--- config.mk ---
export PLATFORM = sky130hd
export DESIGN_NAME = spi_frame_rx
export DESIGN_NICKNAME = d
export VERILOG_FILES = /design/src/rtl/spi_rx_pkg.sv /design/src/rtl/spi_line_filter.sv /design/src/rtl/spi_frame_rx.sv
export SDC_FILE = /design/constraint.sdc
export NUM_CORES = 1
export LEC_CHECK = 0
export BUFFER_PORTS_ARGS = -buffer_cell sky130_fd_sc_hd__buf_2
export CAP_MARGIN = 40
export CORE_MARGIN = 3
export CORE_UTILIZATION = 60
export DETAILED_ROUTE_END_ITERATION = 12
export PLACE_DENSITY = 0.82
export SYNTH_ARGS = -nofsm -noshare
export SYNTH_HDL_FRONTEND = slang
export SYNTH_SLANG_ARGS = --single-unit
--- constraint.sdc ---
create_clock -name i_clock -period 4.5 [get_ports i_clock]
set_input_delay 0.675 -clock i_clock [delete_from_list [all_inputs] [get_ports i_clock]]
set_output_delay 0.675 -clock i_clock [all_outputs]
set_load 0.05 [all_outputs]
--- src/rtl/spi_rx_pkg.sv ---
// Shared definitions for the SPI frame receiver slice.
//   rx_state_t   : receive FSM states (IDLE, RECEIVE, DONE)
//   SYNC_STAGES  : depth of the per-line metastability synchroniser
//   cnt_width()  : bits needed for a counter that runs 0..max_count-1
package spi_rx_pkg;

    typedef enum logic [1:0] {
        IDLE    = 2'd0,
        RECEIVE = 2'd1,
        DONE    = 2'd2
    } rx_state_t;

    localparam int SYNC_STAGES = 2;

    // Width of a counter covering 0..max_count-1; never narrower than one bit.
    function automatic int cnt_width(input int max_count);
        if (max_count <= 1) begin
            return 1;
        end else begin
            return $clog2(max_count);
        end
    endfunction

endpackage

--- src/rtl/spi_line_filter.sv ---
// Synchroniser plus deglitch filter for one asynchronous input line.
// The filtered output follows the synchronised level only after that level
// has differed from the current output for FILTER_CYCLES consecutive samples.
//   i_clock  : system clock
//   i_reset  : synchronous, active-high reset (output returns to RESET_VALUE)
//   i_line   : raw asynchronous pin
//   o_line   : synchronised, filtered level
module spi_line_filter
    import spi_rx_pkg::*;
#(
    parameter int   FILTER_CYCLES = 3,
    parameter logic RESET_VALUE   = 1'b0
) (
    input  logic i_clock,
    input  logic i_reset,
    input  logic i_line,
    output logic o_line
);

    localparam logic [3:0] CNT_LAST = 4'(FILTER_CYCLES - 1);

    logic [SYNC_STAGES-1:0] sync_r;
    logic [3:0]             stable_cnt_r;
    logic                   filt_r;
    logic                   sync_s;

    assign sync_s = sync_r[SYNC_STAGES-1];
    assign o_line = filt_r;

    // Synchroniser chain and stability counter; a matching sample restarts the count.
    always_ff @(posedge i_clock) begin
        if (i_reset) begin
            sync_r       <= {SYNC_STAGES{RESET_VALUE}};
            stable_cnt_r <= 4'd0;
            filt_r       <= RESET_VALUE;
        end else begin
            sync_r <= {sync_r[SYNC_STAGES-2:0], i_line};
            if (sync_s != filt_r) begin
                if (stable_cnt_r == CNT_LAST) begin
                    filt_r       <= sync_s;
                    stable_cnt_r <= 4'd0;
                end else begin
                    stable_cnt_r <= stable_cnt_r + 4'd1;
                end
            end else begin
                stable_cnt_r <= 4'd0;
            end
        end
    end

endmodule

--- src/rtl/spi_frame_rx.sv ---
// SPI slave frame receiver running entirely in the i_clock domain.
// Collects NUM_WORDS words of WORD_BITS bits per CS-low frame and publishes
// them atomically; a frame cut short by CS rising is flagged and discarded.
//   i_clock, i_reset          : system clock, synchronous active-high reset
//   i_spi_cs_n/clk/mosi       : raw asynchronous SPI pins
//   o_data                    : last complete frame, word k at [k*WORD_BITS +: WORD_BITS]
//   o_valid                   : one-cycle pulse when o_data updates
//   o_frame_error             : one-cycle pulse when a frame is aborted
//   o_busy                    : high while a frame is being received
module spi_frame_rx
    import spi_rx_pkg::*;
#(
    parameter int   WORD_BITS     = 16,
    parameter int   NUM_WORDS     = 4,
    parameter int   FILTER_CYCLES = 3,
    parameter logic CPOL          = 1'b0,
    parameter logic MSB_FIRST     = 1'b1
) (
    input  logic                           i_clock,
    input  logic                           i_reset,
    input  logic                           i_spi_cs_n,
    input  logic                           i_spi_clk,
    input  logic                           i_spi_mosi,
    output logic [WORD_BITS*NUM_WORDS-1:0] o_data,
    output logic                           o_valid,
    output logic                           o_frame_error,
    output logic                           o_busy
);

    localparam int BIT_W  = cnt_width(WORD_BITS);
    localparam int WORD_W = cnt_width(NUM_WORDS);
    localparam logic [BIT_W-1:0]  LAST_BIT  = BIT_W'(WORD_BITS - 1);
    localparam logic [WORD_W-1:0] LAST_WORD = WORD_W'(NUM_WORDS - 1);

    logic cs_filt_s;
    logic clk_filt_s;
    logic mosi_filt_s;

    spi_line_filter #(.FILTER_CYCLES(FILTER_CYCLES), .RESET_VALUE(1'b1)) u_cs_filter (
        .i_clock(i_clock), .i_reset(i_reset), .i_line(i_spi_cs_n), .o_line(cs_filt_s)
    );
    spi_line_filter #(.FILTER_CYCLES(FILTER_CYCLES), .RESET_VALUE(CPOL)) u_clk_filter (
        .i_clock(i_clock), .i_reset(i_reset), .i_line(i_spi_clk), .o_line(clk_filt_s)
    );
    spi_line_filter #(.FILTER_CYCLES(FILTER_CYCLES), .RESET_VALUE(1'b0)) u_mosi_filter (
        .i_clock(i_clock), .i_reset(i_reset), .i_line(i_spi_mosi), .o_line(mosi_filt_s)
    );

    logic cs_prev_r;
    logic clk_prev_r;
    logic sample_r;
    logic cs_fall_r;
    logic cs_rise_r;

    // Edge detection on the filtered lines, registered as single-cycle strobes.
    always_ff @(posedge i_clock) begin
        if (i_reset) begin
            cs_prev_r  <= 1'b1;
            clk_prev_r <= CPOL;
            sample_r   <= 1'b0;
            cs_fall_r  <= 1'b0;
            cs_rise_r  <= 1'b0;
        end else begin
            cs_prev_r  <= cs_filt_s;
            clk_prev_r <= clk_filt_s;
            sample_r   <= (clk_filt_s != CPOL) && (clk_prev_r == CPOL);
            cs_fall_r  <= (cs_filt_s == 1'b0) && (cs_prev_r == 1'b1);
            cs_rise_r  <= (cs_filt_s == 1'b1) && (cs_prev_r == 1'b0);
        end
    end

    rx_state_t             state_r;
    logic [WORD_BITS-1:0]  shift_r;
    logic [WORD_BITS-1:0]  shift_next_s;
    logic [BIT_W-1:0]      bit_cnt_r;
    logic [WORD_W-1:0]     word_cnt_r;
    logic [WORD_BITS-1:0]  stage_r [NUM_WORDS];
    logic                  word_done_s;
    logic                  frame_done_s;

    // Shift register value after taking in the current filtered MOSI bit.
    always_comb begin
        shift_next_s = shift_r;
        if (MSB_FIRST) begin
            shift_next_s = {shift_r[WORD_BITS-2:0], mosi_filt_s};
        end else begin
            shift_next_s = {mosi_filt_s, shift_r[WORD_BITS-1:1]};
        end
    end

    assign word_done_s  = (bit_cnt_r == LAST_BIT);
    // Final edge wins over a simultaneous CS rise, so completion is checked first.
    assign frame_done_s = sample_r && word_done_s && (word_cnt_r == LAST_WORD);

    // Receive FSM with shift register, staging slots and registered outputs.
    always_ff @(posedge i_clock) begin
        if (i_reset) begin
            state_r       <= IDLE;
            shift_r       <= {WORD_BITS{1'b0}};
            bit_cnt_r     <= {BIT_W{1'b0}};
            word_cnt_r    <= {WORD_W{1'b0}};
            o_data        <= {(WORD_BITS*NUM_WORDS){1'b0}};
            o_valid       <= 1'b0;
            o_frame_error <= 1'b0;
            o_busy        <= 1'b0;
            for (int k = 0; k < NUM_WORDS; k++) begin
                stage_r[k] <= {WORD_BITS{1'b0}};
            end
        end else begin
            o_valid       <= 1'b0;
            o_frame_error <= 1'b0;
            case (state_r)
                IDLE: begin
                    if (cs_fall_r) begin
                        shift_r    <= {WORD_BITS{1'b0}};
                        bit_cnt_r  <= {BIT_W{1'b0}};
                        word_cnt_r <= {WORD_W{1'b0}};
                        state_r    <= RECEIVE;
                        o_busy     <= 1'b1;
                    end else begin
                        o_busy     <= 1'b0;
                    end
                end
                RECEIVE: begin
                    if (frame_done_s) begin
                        stage_r[word_cnt_r] <= shift_next_s;
                        // Last slot comes straight from the shifter, the rest from staging.
                        for (int k = 0; k < NUM_WORDS; k++) begin
                            if (k == NUM_WORDS - 1) begin
                                o_data[k*WORD_BITS +: WORD_BITS] <= shift_next_s;
                            end else begin
                                o_data[k*WORD_BITS +: WORD_BITS] <= stage_r[k];
                            end
                        end
                        o_valid <= 1'b1;
                        o_busy  <= 1'b0;
                        state_r <= DONE;
                    end else if (cs_rise_r) begin
                        o_frame_error <= 1'b1;
                        o_busy        <= 1'b0;
                        state_r       <= IDLE;
                    end else if (sample_r) begin
                        shift_r <= shift_next_s;
                        if (word_done_s) begin
                            stage_r[word_cnt_r] <= shift_next_s;
                            word_cnt_r          <= word_cnt_r + WORD_W'(1);
                            bit_cnt_r           <= {BIT_W{1'b0}};
                        end else begin
                            bit_cnt_r           <= bit_cnt_r + BIT_W'(1);
                        end
                    end else begin
                        o_busy <= 1'b1;
                    end
                end
                DONE: begin
                    o_busy <= 1'b0;
                    if (cs_rise_r) begin
                        state_r <= IDLE;
                    end else begin
                        state_r <= DONE;
                    end
                end
                default: begin
                    o_busy  <= 1'b0;
                    state_r <= IDLE;
                end
            endcase
        end
    end

endmodule

==> Implementation_results.wiki <==
{| class="wikitable"
! Metric !! Value
|-
| Cells after synthesis || 567
|-
| FF+latch count, synth || 164
|-
| Max-Slew Margin vs Limit || 58.9%
|-
| Die Y || 106 um
|-
| Worst endpoint required time || 4680 ps
|-
| Total Neg Setup Slack || 0 ps
|-
| Floorplan die width || 106 um
|-
| Number of placed I/O pins || 72
|-
| GRT Util Overall || 22.8%
|-
| Leading cell type in the layout, fill and taps excluded || sky130_fd_sc_hd__nand2_1
|-
| Met3 wire length || 656 um
|-
| # DRC || 0
|-
| Std cell rows || 35
|-
| CP Data Arrival Time || 2610 ps
|-
| Top layer in use || met4
|-
| Post-place instance area || 6410 um2
|-
| Cts hold-fix bufs || 0
|-
| Vias per inst || 5.40
|-
| Reg2reg setup slack || 2070 ps
|-
| Detailed-router iteration count before antenna repair || 5
|-
| Total placed cells including tap cells || 740
|-
| Met2 routed wirelength || 6140 um
|-
| Static Leak || 2.65 nW
|-
| Via count of the first global-routing pass || 4007
|-
| Unrepaired setup endpoints after global routing || no
|-
| Clock tree root driver cell || sky130_fd_sc_hd__clkbuf_8
|-
| Initial antenna violation count || 0
|-
| Leading cell types in the layout, fill and taps excluded || sky130_fd_sc_hd__nand2_1, sky130_fd_sc_hd__dfxtp_1, sky130_fd_sc_hd__buf_2
|-
| Finished Core Util || 73.1%
|-
| Clock tree from TritonCTS || yes
|-
| Antenna diode count || 0
|-
| Wire per inst || 15.6 um
|-
| Cell Area, Synth || 6020 um2
|-
| Port Buffers || 71
|-
| Clock buffer depth || 2
|-
| Final count of pins violating max slew || 0
|-
| Endpoint type of the worst setup path || flop
|-
| Period utilization || 53.9%
|-
| Half-perimeter wire length after placement || 7870 um
|-
| Crit start category || flop
|-
| Number of standard cells in the layout, taps in and fillers out || 772
|-
| Distinct cells, synth || 41
|-
| Count of vias placed by the detailed router || 4169
|-
| Power density normalized to cell area || 415 nW/um2
|-
| Transition time at the pin with the least slew margin || 617 ps
|-
| Final setup violation count || 0
|-
| Max-Cap Viols || 0
|-
| DRC violation total after the first TritonRoute iteration || 331
|-
| Number of nets in the layout || 643
|-
| Maximum level of the CTS H-tree || 4
|-
| Overflow left after global routing || 0
|-
| Fraction of final layout cells sized beyond drive strength 1 || 18.8%
|-
| Total of warnings raised by yosys || 0
|-
| Residual antenna-violating net count after detailed routing || 0
|-
| Min-delay worst type || in2reg
|-
| Overall power || 2.89 mW
|-
| Post-layout minimum cycle time || 2430 ps
|-
| Worst Path Class, Setup || reg2reg
|-
| Total Die Area || 11300 um2
|-
| F_max || 412 MHz
|-
| Total setup buffers inserted after CTS || 0
|-
| Number of sinks on the clock net || 164
|-
| Final weighted congestion in routability-driven placement || 0.856
|-
| Met1 Wirelength || 4930 um
|-
| Insertion delay to the later sink of the worst-skew pair || 520 ps
|-
| Outcome || completed
|-
| Initial Utilization || 63.3%
|-
| Clock transition at path regs || 60 ps
|-
| Worst-case vdd ir drop || 255 uV
|-
| Area of the core || 9500 um2
|-
| Total clock buffers created by CTS || 17
|-
| Post-synthesis net count || 580
|-
| Fin. Hold Viols || 0
|-
| Pin count of the biggest net entering global routing || 65
|-
| Number of resized instances in the post-cts repair step || 0
|-
| Area growth from synthesis to layout || 15.5%
|-
| Total Routed Length || 12000 um
|-
| Maximum fanout along the worst path || 17
|-
| Average size of a mapped cell || 10.6 um2
|-
| Final non-filler cell area || 6950 um2
|-
| Final setup skew || 10.9 ps
|-
| Global-route wire length before repair || 20000 um
|-
| Sequential-to-total area share from yosys stat || 62.5%
|}
## report_power, final
part	total, mW	internal [mW]	switching [mW]
clock network	1.30	0.721	0.580
registers	1.55	1.54	0.00924
logic	0.0330	0.00775	0.0253
total	2.89	2.27	0.615
## routing by layer
| layer | GRT usage (%) | vias to the layer above |
|---|---|---|
| met2 | 39.6 | 138 |
| met5 | 0 | - |
| met3 | 4.43 | 30 |
| met1 | 28.1 | 1968 |
| met4 | 8.88 | 0 |
| li1 | - | 2033 |
## metrics by stage
| stage | worst slack, ps | hold WS (ps) |
|---|---|---|
| after floorplan | 2430 | 367 |
| after global placement | 1810 | 375 |
| after detailed placement | 1710 | 372 |
| after CTS | 2080 | 314 |
| after global routing | 1880 | 329 |
| final | 2070 | 336 |
## logic make-up (layout without fill, tap and decap cells)
| logic type | count (synthesis) | after routing | share of synthesized area, % |
|---|---|---|---|
| xor+xnor | 10 | 10 | 1.46 |
| flops | 164 | 164 | 62.5 |
| compound gates | 99 | 99 | 10.3 |
| simple gates | 245 | 245 | 20.1 |
| buf+inv | 39 | 115 | 3.56 |
| fa+ha+maj | 8 | 8 | 1.66 |
| mux | 2 | 2 | 0.333 |
## state kept, by name, summed over array words and instances (netlist names), 4 cells and up
name,flops
o_data,64
stage_r,48
shift_r,15
bit_cnt_r,4
u_clk_filter.stable_cnt_r,4
u_cs_filter.stable_cnt_r,4
u_mosi_filter.stable_cnt_r,4
## worst paths after layout
check                             from                               end  depth (start not counted)
max          bit_cnt_r[0]$_SDFFE_PP0P_       stage_r[2][2]$_SDFFCE_PN0P_                          5
min                         i_spi_cs_n  u_cs_filter.sync_r[0]$_SDFF_PP1_                          2
max reg2reg  bit_cnt_r[0]$_SDFFE_PP0P_       stage_r[2][2]$_SDFFCE_PN0P_                          5
min reg2reg      clk_prev_r$_SDFF_PP0_               sample_r$_SDFF_PP0_                          1
## layout make-up
class | instances | area [um2]
Tap cell | 129 | 161
Clock inverter | 12 | 91.3
Timing Repair Buffer | 76 | 413
Sequential cell | 164 | 3760
Fill cell | 674 | 2560
Inverter | 7 | 26.3
Clock buffer | 20 | 447
Multi-Input combinational cell | 364 | 2040
## synthesized netlist by cell type (all sizes together)
master / count / area share, %
o22ai: 2 / 0.21
xnor2: 7 / 1.0
buf: 21 / 2.4
o31a: 1 / 0.15
edfxtp: 48 / 24
nand2: 134 / 8.4
nand3: 6 / 0.50
a211o: 1 / 0.15
o2111ai: 1 / 0.44
nor3: 2 / 0.44
mux2i: 2 / 0.33
or4: 1 / 0.12
nand4: 2 / 0.31
nor3b: 8 / 1.6
a211oi: 1 / 0.12
xor2: 3 / 0.44
o21ai: 1 / 0.083
nand2b: 5 / 0.52
nand3b: 1 / 0.12
o32ai: 3 / 0.44
a21o: 1 / 0.12
or2: 6 / 0.62
and2: 48 / 5.0
dfxtp: 116 / 39
inv: 7 / 0.44
a22o: 16 / 2.3
and3: 2 / 0.21
ha: 8 / 1.7
clkbuf: 11 / 0.71
nor2b: 9 / 0.94
nor2: 18 / 1.1
a31oi: 2 / 0.46
or3: 3 / 0.31
a21oi: 70 / 5.8
## critical path, cell delays in order, from the launching register on
cell and delay (ps):
sky130_fd_sc_hd__dfxtp_1 390, sky130_fd_sc_hd__ha_1 210, sky130_fd_sc_hd__and3_1 330, sky130_fd_sc_hd__o2111ai_4 230, sky130_fd_sc_hd__nor3b_4 490, sky130_fd_sc_hd__or2_2 430
Note: power is estimated with default switching activity, not from simulation.
